<file path="src/rtl/uart_rx_fifo_pkg.sv">
// Shared UART definitions: byte width used by receiver, receive FIFO and transmitter,
// plus the encoding of the receive FIFO's sticky overrun flag.
package uart_rx_fifo_pkg;

    localparam int UART_DATA_W = 8;

    typedef logic [UART_DATA_W-1:0] uart_byte_t;

    typedef enum logic {
        OVR_CLEAR = 1'b0,
        OVR_SET   = 1'b1
    } ovr_state_t;

endpackage

</file>
<file path="src/rtl/uart_rx_fifo_if.sv">
// Receive FIFO port bundle: byte strobe from the UART receiver, valid/ready stream
// to the consumer, and status. The FIFO uses the slave modport.
interface uart_rx_fifo_if
    import uart_rx_fifo_pkg::*;
#(
    parameter int DEPTH = 16
);
    localparam int ADDR_W = $clog2(DEPTH);

    uart_byte_t        in_data;
    logic              in_valid;
    uart_byte_t        m_data;
    logic              m_valid;
    logic              m_ready;
    logic [ADDR_W:0]   count;
    logic              full;
    logic              empty;
    logic              overrun;
    logic              clear_overrun;

    modport slave (
        input  in_data, in_valid, m_ready, clear_overrun,
        output m_data, m_valid, count, full, empty, overrun
    );

    modport master (
        output in_data, in_valid, m_ready, clear_overrun,
        input  m_data, m_valid, count, full, empty, overrun
    );

endinterface

</file>
<file path="src/rtl/uart_rx_fifo_mem.sv">
// DEPTH x byte storage: synchronous write, asynchronous read, so it maps to
// distributed RAM and can be shared with the transmit path.
module uart_fifo_mem
    import uart_rx_fifo_pkg::*;
#(
    parameter  int DEPTH  = 16,
    localparam int ADDR_W = $clog2(DEPTH)
) (
    input  logic              clk,
    input  logic              we,
    input  logic [ADDR_W-1:0] waddr,
    input  uart_byte_t        wdata,
    input  logic [ADDR_W-1:0] raddr,
    output uart_byte_t        rdata
);

    uart_byte_t mem [DEPTH];

    always_ff @(posedge clk) begin
        if (we) begin
            mem[waddr] <= wdata;
        end
    end

    assign rdata = mem[raddr];

endmodule

</file>
<file path="src/rtl/uart_rx_fifo.sv">
// Receive byte buffer behind the UART receiver: first-word-fall-through circular FIFO
// with occupancy count and a sticky overrun flag for bytes dropped while full.
module uart_rx_fifo
    import uart_rx_fifo_pkg::*;
#(
    parameter  int DEPTH  = 16,
    localparam int ADDR_W = $clog2(DEPTH)
) (
    input  logic           clk,
    input  logic           reset,
    uart_rx_fifo_if.slave  bus
);

    localparam logic [ADDR_W:0] FULL_CNT = (ADDR_W+1)'(DEPTH);

    logic [ADDR_W-1:0] wr_ptr;
    logic [ADDR_W-1:0] rd_ptr;
    logic [ADDR_W:0]   count;
    ovr_state_t        ovr_state;

    logic full;
    logic empty;
    logic push;
    logic pop;
    logic drop;

    // A pop in the same cycle frees the slot, so a full FIFO can still accept.
    always_comb begin
        full  = (count == FULL_CNT);
        empty = (count == '0);
        pop   = !empty && bus.m_ready;
        push  = bus.in_valid && (!full || pop);
        drop  = bus.in_valid && full && !pop;
    end

    always_ff @(posedge clk) begin
        if (reset) begin
            wr_ptr    <= '0;
            rd_ptr    <= '0;
            count     <= '0;
            ovr_state <= OVR_CLEAR;
        end else begin
            if (push) begin
                wr_ptr <= wr_ptr + 1'b1;
            end
            if (pop) begin
                rd_ptr <= rd_ptr + 1'b1;
            end
            case ({push, pop})
                2'b10:   count <= count + 1'b1;
                2'b01:   count <= count - 1'b1;
                default: count <= count;
            endcase
            // A drop in the same cycle as clear_overrun keeps the flag set.
            if (drop) begin
                ovr_state <= OVR_SET;
            end else if (bus.clear_overrun) begin
                ovr_state <= OVR_CLEAR;
            end
        end
    end

    uart_fifo_mem #(
        .DEPTH(DEPTH)
    ) u_mem (
        .clk   (clk),
        .we    (push && !reset),
        .waddr (wr_ptr),
        .wdata (bus.in_data),
        .raddr (rd_ptr),
        .rdata (bus.m_data)
    );

    assign bus.m_valid = !empty;
    assign bus.count   = count;
    assign bus.full    = full;
    assign bus.empty   = empty;
    assign bus.overrun = (ovr_state == OVR_SET);

endmodule

</file>
<file path="src/flat_wrapper.sv">
// flat-port wrapper written by rule: the top's interface ports become plain ports
module uart_rx_fifo_flat import uart_rx_fifo_pkg::*;
#(
    parameter  int DEPTH  = 16,
    localparam int ADDR_W = $clog2(DEPTH)
)
  (clk, reset, bus_in_data, bus_in_valid, bus_m_ready, bus_clear_overrun, bus_m_data, bus_m_valid, bus_count, bus_full, bus_empty, bus_overrun);
  uart_rx_fifo_if #(.DEPTH(DEPTH)) bus_i ();
  input  logic clk;
  input  logic reset;
  input wire logic [$bits(bus_i.in_data)-1:0] bus_in_data;
  input wire logic [$bits(bus_i.in_valid)-1:0] bus_in_valid;
  input wire logic [$bits(bus_i.m_ready)-1:0] bus_m_ready;
  input wire logic [$bits(bus_i.clear_overrun)-1:0] bus_clear_overrun;
  output wire logic [$bits(bus_i.m_data)-1:0] bus_m_data;
  output wire logic [$bits(bus_i.m_valid)-1:0] bus_m_valid;
  output wire logic [$bits(bus_i.count)-1:0] bus_count;
  output wire logic [$bits(bus_i.full)-1:0] bus_full;
  output wire logic [$bits(bus_i.empty)-1:0] bus_empty;
  output wire logic [$bits(bus_i.overrun)-1:0] bus_overrun;
  assign bus_i.in_data = bus_in_data;
  assign bus_i.in_valid = bus_in_valid;
  assign bus_i.m_ready = bus_m_ready;
  assign bus_i.clear_overrun = bus_clear_overrun;
  assign bus_m_data = bus_i.m_data;
  assign bus_m_valid = bus_i.m_valid;
  assign bus_count = bus_i.count;
  assign bus_full = bus_i.full;
  assign bus_empty = bus_i.empty;
  assign bus_overrun = bus_i.overrun;
  uart_rx_fifo #(.DEPTH(DEPTH)) u_core (.clk(clk), .reset(reset), .bus(bus_i));
endmodule
</file>
<file path="config.mk">
export PLATFORM = sky130hd
export DESIGN_NAME = uart_rx_fifo_flat
export DESIGN_NICKNAME = d
export VERILOG_FILES = /design/src/rtl/uart_rx_fifo_pkg.sv /design/src/rtl/uart_rx_fifo_if.sv /design/src/rtl/uart_rx_fifo_mem.sv /design/src/rtl/uart_rx_fifo.sv /design/src/flat_wrapper.sv
export SDC_FILE = /design/constraint.sdc
export NUM_CORES = 1
export LEC_CHECK = 0
export BUFFER_PORTS_ARGS = -buffer_cell sky130_fd_sc_hd__buf_2
export CORE_ASPECT_RATIO = 1.1
export CORE_MARGIN = 4
export CORE_UTILIZATION = 54
export DETAILED_ROUTE_END_ITERATION = 16
export GPL_ROUTABILITY_DRIVEN = 0
export GPL_TIMING_DRIVEN = 1
export PLACE_DENSITY = 0.74
export REMOVE_ABC_BUFFERS = 1
export SLEW_MARGIN = 20
export SYNTH_ARGS = -nofsm -noshare
export SYNTH_HDL_FRONTEND = slang
export SYNTH_HIERARCHICAL = 1
export SYNTH_SLANG_ARGS = --single-unit
</file>
<file path="constraint.sdc">
create_clock -name clk -period 2.6 [get_ports clk]
set_clock_uncertainty 0.1 [all_clocks]
set_input_delay 0.52 -clock clk [delete_from_list [all_inputs] [get_ports clk]]
set_output_delay 0.52 -clock clk [all_outputs]
set_load 0.1 [all_outputs]
</file>
[After elaboration in Yosys (flattened, before gate mapping)]
Memories as Yosys holds them, arrays and structs flattened. A register that Yosys moved wholly into a read port is not among the register bits.
Cells that the tools add are included.
Word-level totals
  RAM bits: 128
  bits of input ports: 13
  output and inout port bits: 17
  logic and storage cells: 32
  memories: 1
  bits in registers: 14
Operators by class
  $add $sub $neg: 4
  multiplexer cells: 7
  reduce and logical (&&, ||, !) cells: 13
  equality and inequality tests: 3
Memories
  u_core.u_mem.mem: depth 16, width 8, read ports 1, clocked after memory_dff 1, wr ports 1, RTL line uart_rx_fifo_mem.sv:17  | uart_byte_t mem [DEPTH];
Operators with widths (count)
  5-bit case mux with 2 select lines: 1
  4-bit by 1-bit adder with 4-bit output (second input constant): 2
  4-bit 2-to-1 mux: 2
  5-bit by 1-bit adder with 5-bit output (second input constant): 1
  5-bit == test (second input constant): 1
  1-bit logical AND: 5
  5-bit zero test: 1
  5-bit by 1-bit subtractor with 5-bit output (second input constant): 1
  1-bit zero test: 4
  1-bit 2-to-1 mux: 4
  2-bit nonzero test: 2
  2-bit by 1-bit == test with 1-bit output (second input constant): 1
  2-bit == test (second input constant): 1
  1-bit logical OR: 1

[Logic depth before layout (Yosys ltp)]
  word-level depth: 8
  depth in mapped cells: 9
  mapped depth without buffers: 8

[Modules after synthesis]
The synthesis kept the hierarchy.
By module, submodules not included
  uart_fifo_mem: area each 4987.3 um^2, times used 1, cells an instance 221, sequential area each 3843.7 um^2
  uart_rx_fifo: area each 854.6 um^2, times used 1, cells an instance 93, sequential area each 280.3 um^2

[Least setup slack after synthesis]
OpenSTA, ideal clock, no wires.
  path type: reg-to-output
  start: reg u_core.count[0], in the netlist u_core/bus.count[0]
  end: out bus_full
  path buffers: 1
  stages on the path, launching flop included: 4
  data required time: 1.980 ns
  setup slack: -0.805 ns
  arrival time: 2.785 ns
  path through: dfxtp_1 > or4_1 > buf_6 > nor2_1
On the way
  word-level cells in the longest chain between the ends: 1
Ends and longest elaborated chain
  start, declared: RTL line uart_rx_fifo.sv:18  | logic [ADDR_W:0] count;
  start signal, assigned: RTL line uart_rx_fifo.sv:50  | 2'b10: count <= count + 1'b1;
  start signal, assigned: RTL line uart_rx_fifo.sv:51  | 2'b01: count <= count - 1'b1;
  start signal, assigned: RTL line uart_rx_fifo.sv:52  | default: count <= count;
  5-bit == test: RTL line uart_rx_fifo.sv:29  | full = (count == FULL_CNT);
  end, declared: RTL line flat_wrapper.sv:18  | output wire logic [$bits(bus_i.full)-1:0] bus_full;
No other way between the ends.

==> run_results.csv <==
group,metric,value,unit
setup_path,critPathArrivalTime,2.15,ns
setup_path,critPathSlowestCell,"mux4_2",
synthesis,yosysSeqAreaShare,70.6,%
synthesis,synth_commonest_cells,"edfxtp_1 (128), nor2_1 (25), mux4_2 (18)",
clock_tree,cts_tree,"built",
clock_tree,cts_buffers,17,
sta,period_share,107,%
global_routing,grt_max_degree,36,
setup_path,critPathMostFrequentCell,"buf_12",
clock_tree,clk_pin_slew,0.06,ns
global_routing,overflow,0,
final_layout,final_util,68.3,%
final_layout,area_growth,22.7,%
synthesis,netlist_area,5840,µm²
floorplanning,start_util,55.7,%
power,power,7.99,mW
run_status,violations,"setup timing",
clock_tree,clock_tree.htree_level_count,4,
sta,relSlewSlack,34.4,%
global_routing,grt_pass1_wl,18.5,mm
synthesis,ys_warn_count,6,
setup_path,crit_family,"multiplexers",
run,maxCapViolCount,0,
setup_path,endpoint_kind,"primary output",
sta,setup_ws,-0.174,ns
drt,ant_nets,0,
sta,tightest_slew,0.980,ns
synthesis,synth_edf_count,128,
hold_path,hold_path_class,"input port to flip-flop",
clock_tree,clk_path_buf_depth,2,
synthesis,syn_inst,314,
clock_tree,clkLatencyLatePin,0.41,ns
setup_path,cp_cell_sequence,"buf_12, buf_8, mux4_2, a22oi_2, nand2_2, buf_12",
clock_tree,cts_sinks,142,
power,power_density,1120,nW/µm²
final_layout,n_antenna_cell,0,
setup_path,crit_fanout,7,
synthesis,avgSynthCellArea,18.6,µm²
final_layout,nets,398,
final_layout,fillers,648,
placed_design,post-dp-hpwl,7.07,mm
drt,drt_iter0_drc,389,
drt,routed_via_density,6.03,
synthesis,synth_top_cell_by_area,"edfxtp_1",
floorplanning,rows,39,
power,p_leak,2.41,nW
synthesis,ys.flop_type,"edfxtp_1",
placed_design,portBuffers,29,
final_layout,drive_gt1_share,38.3,%
drt,firstDrtPassIters,5,
setup_path,start_kind,"flip-flop",
synthesis,ys_types,47,
floorplanning,die_h,117,µm
sta,fin_crit,2.77,ns
global_routing,grt_pass1_vias,3245,
sta,max_freq,361,MHz
floorplanning,dieArea,12500,µm²
setup_path,critical_path_class,"flip-flop to primary output",
sta,finalSetupViolCount,8,
synthesis,synth_seq_cells,142,
sta,rsz0062_at_grt,"yes",
power,max-vdd-ir-drop,0.00138,V
synthesis,synth.most_common_cell,"edfxtp_1",
sta,hold_viol,0,
synthesis,async_flop_share,0,%
setup_path,path_buf_inv,3,
synthesis,synth_area_leaders,"edfxtp_1 (66%), mux4_2 (6.9%), mux4_1 (6.3%)",
floorplanning,core_region_area,10500,µm²
floorplanning,die_w,107,µm
synthesis,synth_top_cell_area_share,65.8,%
clock_tree,hold_buffers,0,
sta,fin_hold_ws,0.318,ns
drt,drc,0,
clock_tree,clk_root_buffer_cell,"clkbuf_16",
setup_path,critical_path.max_stage_delay,0.53,ns
setup_path,critPathRequiredTime,1.98,ns
drt,vias,3226,
global_routing,grt_use_total,20.5,%
global_routing,antenna_found_initial,0,
floorplanning,io_pins,30,
sta,final_max_slew_viol_count,0,
drt,wire_per_inst,22.8,µm
drt,wirelength,12.2,mm
run_status,status,"finished with violations",
==> metrics by stage <==
stage	TNS [ns]	instance area [µm²]	instances	setup WS [ns]
4_1_cts	-1.07	7110	534	-0.159
3_3_place_gp	0	6340	498	0.122
2_1_floorplan	-49.48	5740	302	-0.861
3_5_place_dp	0	6340	498	0.0204
6_report	-0.921	7170	535	-0.174
5_1_grt	-1.42	7170	535	-0.221
==> cell usage in the layout (no fill, tap or decap), drive strengths merged, types with 4 or more instances in the layout <==
cell type  instances
a21oi              8
a22oi             16
buf               57
clkbuf            19
dfxtp             14
edfxtp           128
ha                 5
inv                9
mux4              32
nand2             11
nand3              4
nor2              25
nor2b              6
nor3               8
o21ai              5
xor2               5
==> final timing paths <==
path / from / endpoint / slack (ns) / cells after the start
setup reg to reg: u_core/bus.count[2] / u_core/bus.count[4] / 0.11 / 8
setup / recovery: u_core/rd_ptr[0] / bus_m_data[1] / -0.17 / 6
hold / removal: bus_clear_overrun / u_core/bus.overrun / 0.32 / 4
hold reg to reg: u_core/wr_ptr[2] / u_core/wr_ptr[2] / 0.49 / 2
==> worst register-to-register path, stage by stage, from the launching register on <==
cell	delay (ns)
dfxtp_1	0.31
or4_1	0.58
o21ai_4	0.18
inv_2	0.07
ha_1	0.34
a21o_1	0.22
a2111oi_2	0.38
o21ai_1	0.09
a31oi_1	0.15
==> cell type report <==
class                           count  area [µm²]  share of cell area, %
Clock buffer                       18         429                   5.99
Sequential cell                   142        4130                   57.6
Multi-Input combinational cell    157        1670                   23.3
Tap cell                          143         179                   2.50
Clock inverter                     14         183                   2.55
Timing Repair Buffer               58         572                   7.98
Inverter                            3        11.3                  0.157
==> repair_timing <==
| item | 4_1_cts | 5_1_grt |
|---|---|---|
| gates resized for setup | 37 | 22 |
| pin swaps | 4 | 9 |
| endpoints found under the setup margin | 9 | 9 |
| buffers inserted | 3 | 1 |
| gates cloned | 1 | 1 |
==> per-layer routing <==
| layer | GRT usage (%) | wire length [µm] |
|---|---|---|
| met1 | 26.0 | 4780 |
| met2 | 35.8 | 6490 |
| met3 | 4.94 | 735 |
| met4 | 5.80 | 168 |
| met5 | 0 | 0 |
==> power breakdown <==
part	switching [mW]	internal, mW	leakage (nW)
combinational	1.75	1.13	0.852
clock	0.941	1.53	0.289
sequential	0.0803	2.56	1.27
==> flip-flops by register name, summed over array words and instances, names as in the netlist <==
signal,count
u_core/bus.count,5
u_core/bus.overrun,1
u_core/u_mem/mem,128
u_core/rd_ptr,4
u_core/wr_ptr,4
==> cell families after synthesis <==
family / count (synthesis) / synth area share [%]
xor gates and xnor gates: 7 / 1.05
and+or+nand+nor: 68 / 6.00
buffers and inverters: 15 / 1.93
AOI/OAI and AO/OA: 40 / 5.08
adders and majority gates: 6 / 1.41
muxes: 36 / 13.9
DFF: 142 / 70.6
(Power assumes the default switching activity.)
